$ cat config.mk
export PLATFORM = sky130hd
export DESIGN_NAME = ysyx_22050078_mem_arbiter
export DESIGN_NICKNAME = d
export VERILOG_FILES = /design/src/rtl/ysyx_22050078_mem_arbiter.sv
export SDC_FILE = /design/constraint.sdc
export NUM_CORES = 1
export LEC_CHECK = 0
export ABC_AREA = 1
export BUFFER_PORTS_ARGS = -buffer_cell sky130_fd_sc_hd__buf_2
export CORE_AREA = 2 2 208 210
export DETAILED_ROUTE_END_ITERATION = 7
export DIE_AREA = 0 0 210 212
export HOLD_SLACK_MARGIN = 0.06
export SYNTH_ARGS = -nofsm -noshare
export SYNTH_HDL_FRONTEND = slang
export SYNTH_SLANG_ARGS = --single-unit
$ cat constraint.sdc
create_clock -name i_clk -period 1.5 [get_ports i_clk]
set_clock_uncertainty 0.05 [all_clocks]
set_input_delay 0.3 -clock i_clk [delete_from_list [all_inputs] [get_ports i_clk]]
set_output_delay 0.3 -clock i_clk [all_outputs]
set_load 0.01 [all_outputs]
$ cat src/rtl/ysyx_22050078_mem_arbiter.sv
// Two-requester (IFU fetch, LSU load/store) arbiter onto a single memory port, one transaction in flight.
// Optional macro ARB_ROUND_ROBIN_EN: ties alternate between requesters; otherwise LSU always wins a tie.
module ysyx_22050078_mem_arbiter #(
    parameter int AW = 64,
    parameter int DW = 64
) (
    input  logic            i_clk,
    input  logic            i_rst,
    input  logic            i_if_req_valid,
    output logic            o_if_req_ready,
    input  logic [AW-1:0]   i_if_addr,
    output logic            o_if_resp_valid,
    output logic [DW-1:0]   o_if_rdata,
    input  logic            i_ls_req_valid,
    output logic            o_ls_req_ready,
    input  logic [AW-1:0]   i_ls_addr,
    input  logic            i_ls_wen,
    input  logic [DW-1:0]   i_ls_wdata,
    input  logic [DW/8-1:0] i_ls_wmask,
    output logic            o_ls_resp_valid,
    output logic [DW-1:0]   o_ls_rdata,
    output logic            o_mem_req_valid,
    input  logic            i_mem_req_ready,
    output logic [AW-1:0]   o_mem_addr,
    output logic            o_mem_wen,
    output logic [DW-1:0]   o_mem_wdata,
    output logic [DW/8-1:0] o_mem_wmask,
    input  logic            i_mem_resp_valid,
    input  logic [DW-1:0]   i_mem_rdata
);

    typedef enum logic [1:0] {IDLE, REQ, WAIT} state_t;

    state_t state;
    logic   owner_ls;
    logic   tie_to_ls;
    logic   grant_ls;
    logic   grant_if;

`ifdef ARB_ROUND_ROBIN_EN
    logic last_ls;

    // A tie goes to whichever requester was not granted last.
    assign tie_to_ls = ~last_ls;

    always_ff @(posedge i_clk) begin
        if (i_rst) begin
            last_ls <= 1'b0;
        end else if (grant_ls || grant_if) begin
            last_ls <= grant_ls;
        end
    end
`else
    assign tie_to_ls = 1'b1;
`endif

    assign grant_ls = (state == IDLE) && i_ls_req_valid && (!i_if_req_valid || tie_to_ls);
    assign grant_if = (state == IDLE) && i_if_req_valid && !grant_ls;

    assign o_ls_req_ready = grant_ls;
    assign o_if_req_ready = grant_if;

    always_ff @(posedge i_clk) begin
        if (i_rst) begin
            state           <= IDLE;
            owner_ls        <= 1'b0;
            o_mem_req_valid <= 1'b0;
            o_mem_addr      <= '0;
            o_mem_wen       <= 1'b0;
            o_mem_wdata     <= '0;
            o_mem_wmask     <= '0;
            o_if_resp_valid <= 1'b0;
            o_ls_resp_valid <= 1'b0;
            o_if_rdata      <= '0;
            o_ls_rdata      <= '0;
        end else begin
            o_if_resp_valid <= 1'b0;
            o_ls_resp_valid <= 1'b0;
            case (state)
                IDLE: begin
                    // Requester fields are captured here only; the fetch port carries no write data.
                    if (grant_ls || grant_if) begin
                        state           <= REQ;
                        owner_ls        <= grant_ls;
                        o_mem_req_valid <= 1'b1;
                        o_mem_addr      <= grant_ls ? i_ls_addr : i_if_addr;
                        o_mem_wen       <= grant_ls && i_ls_wen;
                        o_mem_wdata     <= grant_ls ? i_ls_wdata : '0;
                        o_mem_wmask     <= grant_ls ? i_ls_wmask : '0;
                    end
                end
                REQ: begin
                    if (i_mem_req_ready) begin
                        state           <= WAIT;
                        o_mem_req_valid <= 1'b0;
                    end
                end
                WAIT: begin
                    if (i_mem_resp_valid) begin
                        state <= IDLE;
                        if (owner_ls) begin
                            o_ls_resp_valid <= 1'b1;
                            o_ls_rdata      <= i_mem_rdata;
                        end else begin
                            o_if_resp_valid <= 1'b1;
                            o_if_rdata      <= i_mem_rdata;
                        end
                    end
                end
                default: state <= IDLE;
            endcase
        end
    end

endmodule

==> run_results.csv <==
group,metric,value,unit
run_status,status,"complete, but fails checks",
run_status,failed_checks,"negative setup slack",
power_and_ir_drop,fin_total_pwr,19.9,mW
clocking,worst_skew_pair_latency,580,ps
timing,fmax,0.541,GHz
clocking,cts.sinks,271,
grt,global_route.usage.met3,4.92,%
placed_design,routability_congestion_estimate_from_global_placement,0.845,
timing,setup-violations-final,147,
synthesis,synth-edff-count,0,
drt,postRouteWirelength,49200,um
setup_path,worst-r2r-cell-count,10,
synthesis,mappedNetlistNets,1738,
timing,fin_crit_sh,123,%
setup_path,startpoint_type_of_the_worst_setup_path,"flip-flop",
cells_and_area,final-seq-area,5440,sq um
grt,gr-usage-met1,22.2,%
floorplan,pin_count,541,
timing,rsz0062_at_grt,"true",
synthesis,syn-mean-instance-area,7.26,sq um
cells_and_area,final_net_count,2560,
setup_path,crit_required,1150,ps
setup_path,r2r_setup_slack,-240,ps
floorplan,overall_die_width,210,um
drt,average_detailed_routed_wire_length_per_instance,17.2,um
timing,hold_ws,75.5,ps
grt,grt_first_pass_wirelength,67400,um
power_and_ir_drop,power.density_cell_area,1020,nW/um^2
placed_design,preCtsSetupSlack,-8.39,ps
cells_and_area,final_layout_size_suffix_gt1_share,37.1,%
floorplan,die_area,44500,sq um
grt,global_route.usage.total,18.8,%
synthesis,count_of_cell_types_in_the_netlist,21,
clocking,numCtsBuffers,30,
grt,busiest_layer,"met2",
clocking,cts.reportedPaths.clkPinSlew,60,ps
flow_run,maxCapViolations,0,
grt,global_route.overflow_total,0,
setup_path,worst_setup_path_end_kind,"output pin",
floorplan,floorplan.die.height,212,um
placed_design,port_buffers,540,
floorplan,placement_rows,76,
synthesis,synth_top_area_cell,"dfxtp_1",
synthesis,ys_top_cells_by_area,"dfxtp_1 51%, nand2_1 12%, a21oi_1 9.5%",
drt,final_antenna_net_count,0,
cells_and_area,p_r_area_growth_vs_syn,82.6,%
setup_path,cp_data_arrival_time,1500,ps
clocking,ctsHtreeMaxLevel,1,
clocking,cts_tree,"built",
drt,drt_iter0_markers,1087,
synthesis,async_flop_share,0,%
setup_path,timing.critical_path.to,"o_if_req_ready",
synthesis,ys_ff_latch,271,
drt,num_vias,13400,
synthesis,synth_top_area_share,50.9,%
cells_and_area,fillerInstances,3972,
synthesis,dominantRegCellSynth,"dfxtp_1",
drt,iteration_count_of_the_initial_detailed_routing_pass,5,
setup_path,worst_path_max_fanout,3,
timing,finalMaxSlewViolations,0,
grt,first_global_vias,12700,
grt,grt_start_max_net_pins,73,
setup_path,r2r_start,"state[1]$_SDFFE_PP0P_",
timing,hold_viol,0,
placed_design,dp.final_hpwl,29600,um
setup_path,worst_setup_path_startpoint,"state[1]$_SDFFE_PP0P_",
setup_path,path_class,"flip-flop to output pin",
floorplan,start_util,25.1,%
timing,slew_headroom,70.6,%
drt,viasPerCell,4.69,
grt,met2_usage,31.8,%
clocking,clockRootBuffer,"clkbuf_16",
timing,period_needed,1850,ps
timing,fin_ws,-348,ps
synthesis,synth-warning-count,0,
synthesis,synthMostInstantiatedCell,"nand2_1",
synthesis,gate_count_post_synth,1467,
timing,worstMarginPinSlew,441,ps
synthesis,post_synth_instance_area,10700,sq um
floorplan,core_area,42500,sq um
cells_and_area,multi_input_logic_area,4820,sq um
power_and_ir_drop,irDropWorstVdd,0.000818,V
clocking,clock_path_buffers,3,
drt,number_of_remaining_drc_errors,0,
hold_path,hold_path.class,"input port to flip-flop",
synthesis,synth.yosys.seq_area_share,50.9,%
setup_path,crit-reg2reg-capture,"o_mem_wdata[5]$_SDFFE_PP0P_",
power_and_ir_drop,total_leakage_power,9.25,nW
grt,grt_antenna_before_repair,4,
synthesis,synth_commonest_cells,"347 x nand2_1, 271 x dfxtp_1, 203 x a21oi_1",
-- power breakdown --
part	internal [mW]	switching, mW	total [mW]	leakage, nW
registers	7.63	0.249	7.88	2.21
logic	2.45	2.54	4.99	6.58
clock network	4.02	3.04	7.06	0.465
-- final cells by class --
cell class | instances | area share [%]
flip-flops and latches | 271 | 27.9
inverters | 136 | 2.70
well taps | 546 | 3.51
multi-input cells | 946 | 24.8
diodes | 3 | 0.0386
repair buffers | 904 | 36.2
clock buffers | 45 | 4.51
clock inverters | 9 | 0.322
-- registers in the layout, indices dropped and copies added (netlist names) --
signal           cells
o_mem_req_valid      1
o_if_rdata          64
o_mem_wdata         64
owner_ls             1
o_ls_resp_valid      1
o_ls_rdata          64
o_if_resp_valid      1
state                2
o_mem_wen            1
o_mem_addr          64
o_mem_wmask          8
-- routing by layer --
metal / up-vias / part of all wire (%) / routed length (um)
met2: 717 / 48 / 23800
met3: 165 / 8.0 / 3960
met1: 6194 / 39 / 19000
met4: 2 / 4.9 / 2430
li1: 6335 / - / -
met5: - / 0.026 / 13
-- how the worst min path moves through the flow --
stage,from,end,slack (ps),cells past startpoint
after floorplan,i_ls_wdata[63],o_mem_wdata[63]$_SDFFE_PP0P_,390,2
after global placement,o_if_rdata[16]$_SDFFE_PP0P_,o_if_rdata[16]$_SDFFE_PP0P_,400,2
after detailed placement,o_if_rdata[45]$_SDFFE_PP0P_,o_if_rdata[45]$_SDFFE_PP0P_,400,2
after CTS,i_ls_addr[19],o_mem_addr[19]$_SDFFE_PP0P_,60,5
after global routing,i_if_addr[33],o_mem_addr[33]$_SDFFE_PP0P_,70,5
final,i_if_addr[3],o_mem_addr[3]$_SDFFE_PP0P_,80,5
-- stage by stage --
stage                     TNS [ps]  cell area, sq um  util [%]  std cells
after global routing        -41930             19500      45.8       2860
after floorplan                  0             10700         -       1467
after detailed placement     -8.39             14400      33.9       2511
final                       -23640             19500      45.8       2860
after global placement           0             14400      33.9       2511
after CTS                    -7680             18000      42.3       2812
-- timing repair --
action / CTS / global route
buffers inserted: 7 / 24
gates resized for setup: 15 / 223
hold buffers: 235 / 0
hold endpoints to repair: 261 / 0
setup endpoints to repair: 11 / 177
gates cloned: 5 / 21
pin swaps: 2 / 16
-- cell families (layout without fill, tap and decap cells) --
family / Yosys count / after routing / synth area share (%)
AO/OA/AOI/OAI: 270 / 270 / 12.8
AND/OR/NAND/NOR: 676 / 676 / 26.3
flip-flops: 271 / 271 / 50.9
other: 0 / 3 / 0
buffers and inverters: 250 / 1094 / 10.0
-- layout by cell type (no fill, tap or decap), drive strengths merged --
| cell | count |
|---|---|
| dfxtp | 271 |
| a21oi | 203 |
| nand4 | 1 |
| clkinvlp | 1 |
| nor2 | 135 |
| dlymetal6s4s | 1 |
| buf | 651 |
| inv | 136 |
| diode | 3 |
| o21a | 1 |
| nand3 | 193 |
| dlygate4sd3 | 234 |
| a211oi | 1 |
| clkbuf | 63 |
| o21ai | 65 |
| clkinv | 8 |
| nand2 | 347 |
-- worst max-delay path, cell delays in order (launching register included) --
cell	delay [ps]
dfxtp_4	360
nor2_4	170
buf_6	120
nand2_2	40
nor2_1	80
buf_2	150
Note: power is estimated with default switching activity, not from simulation.
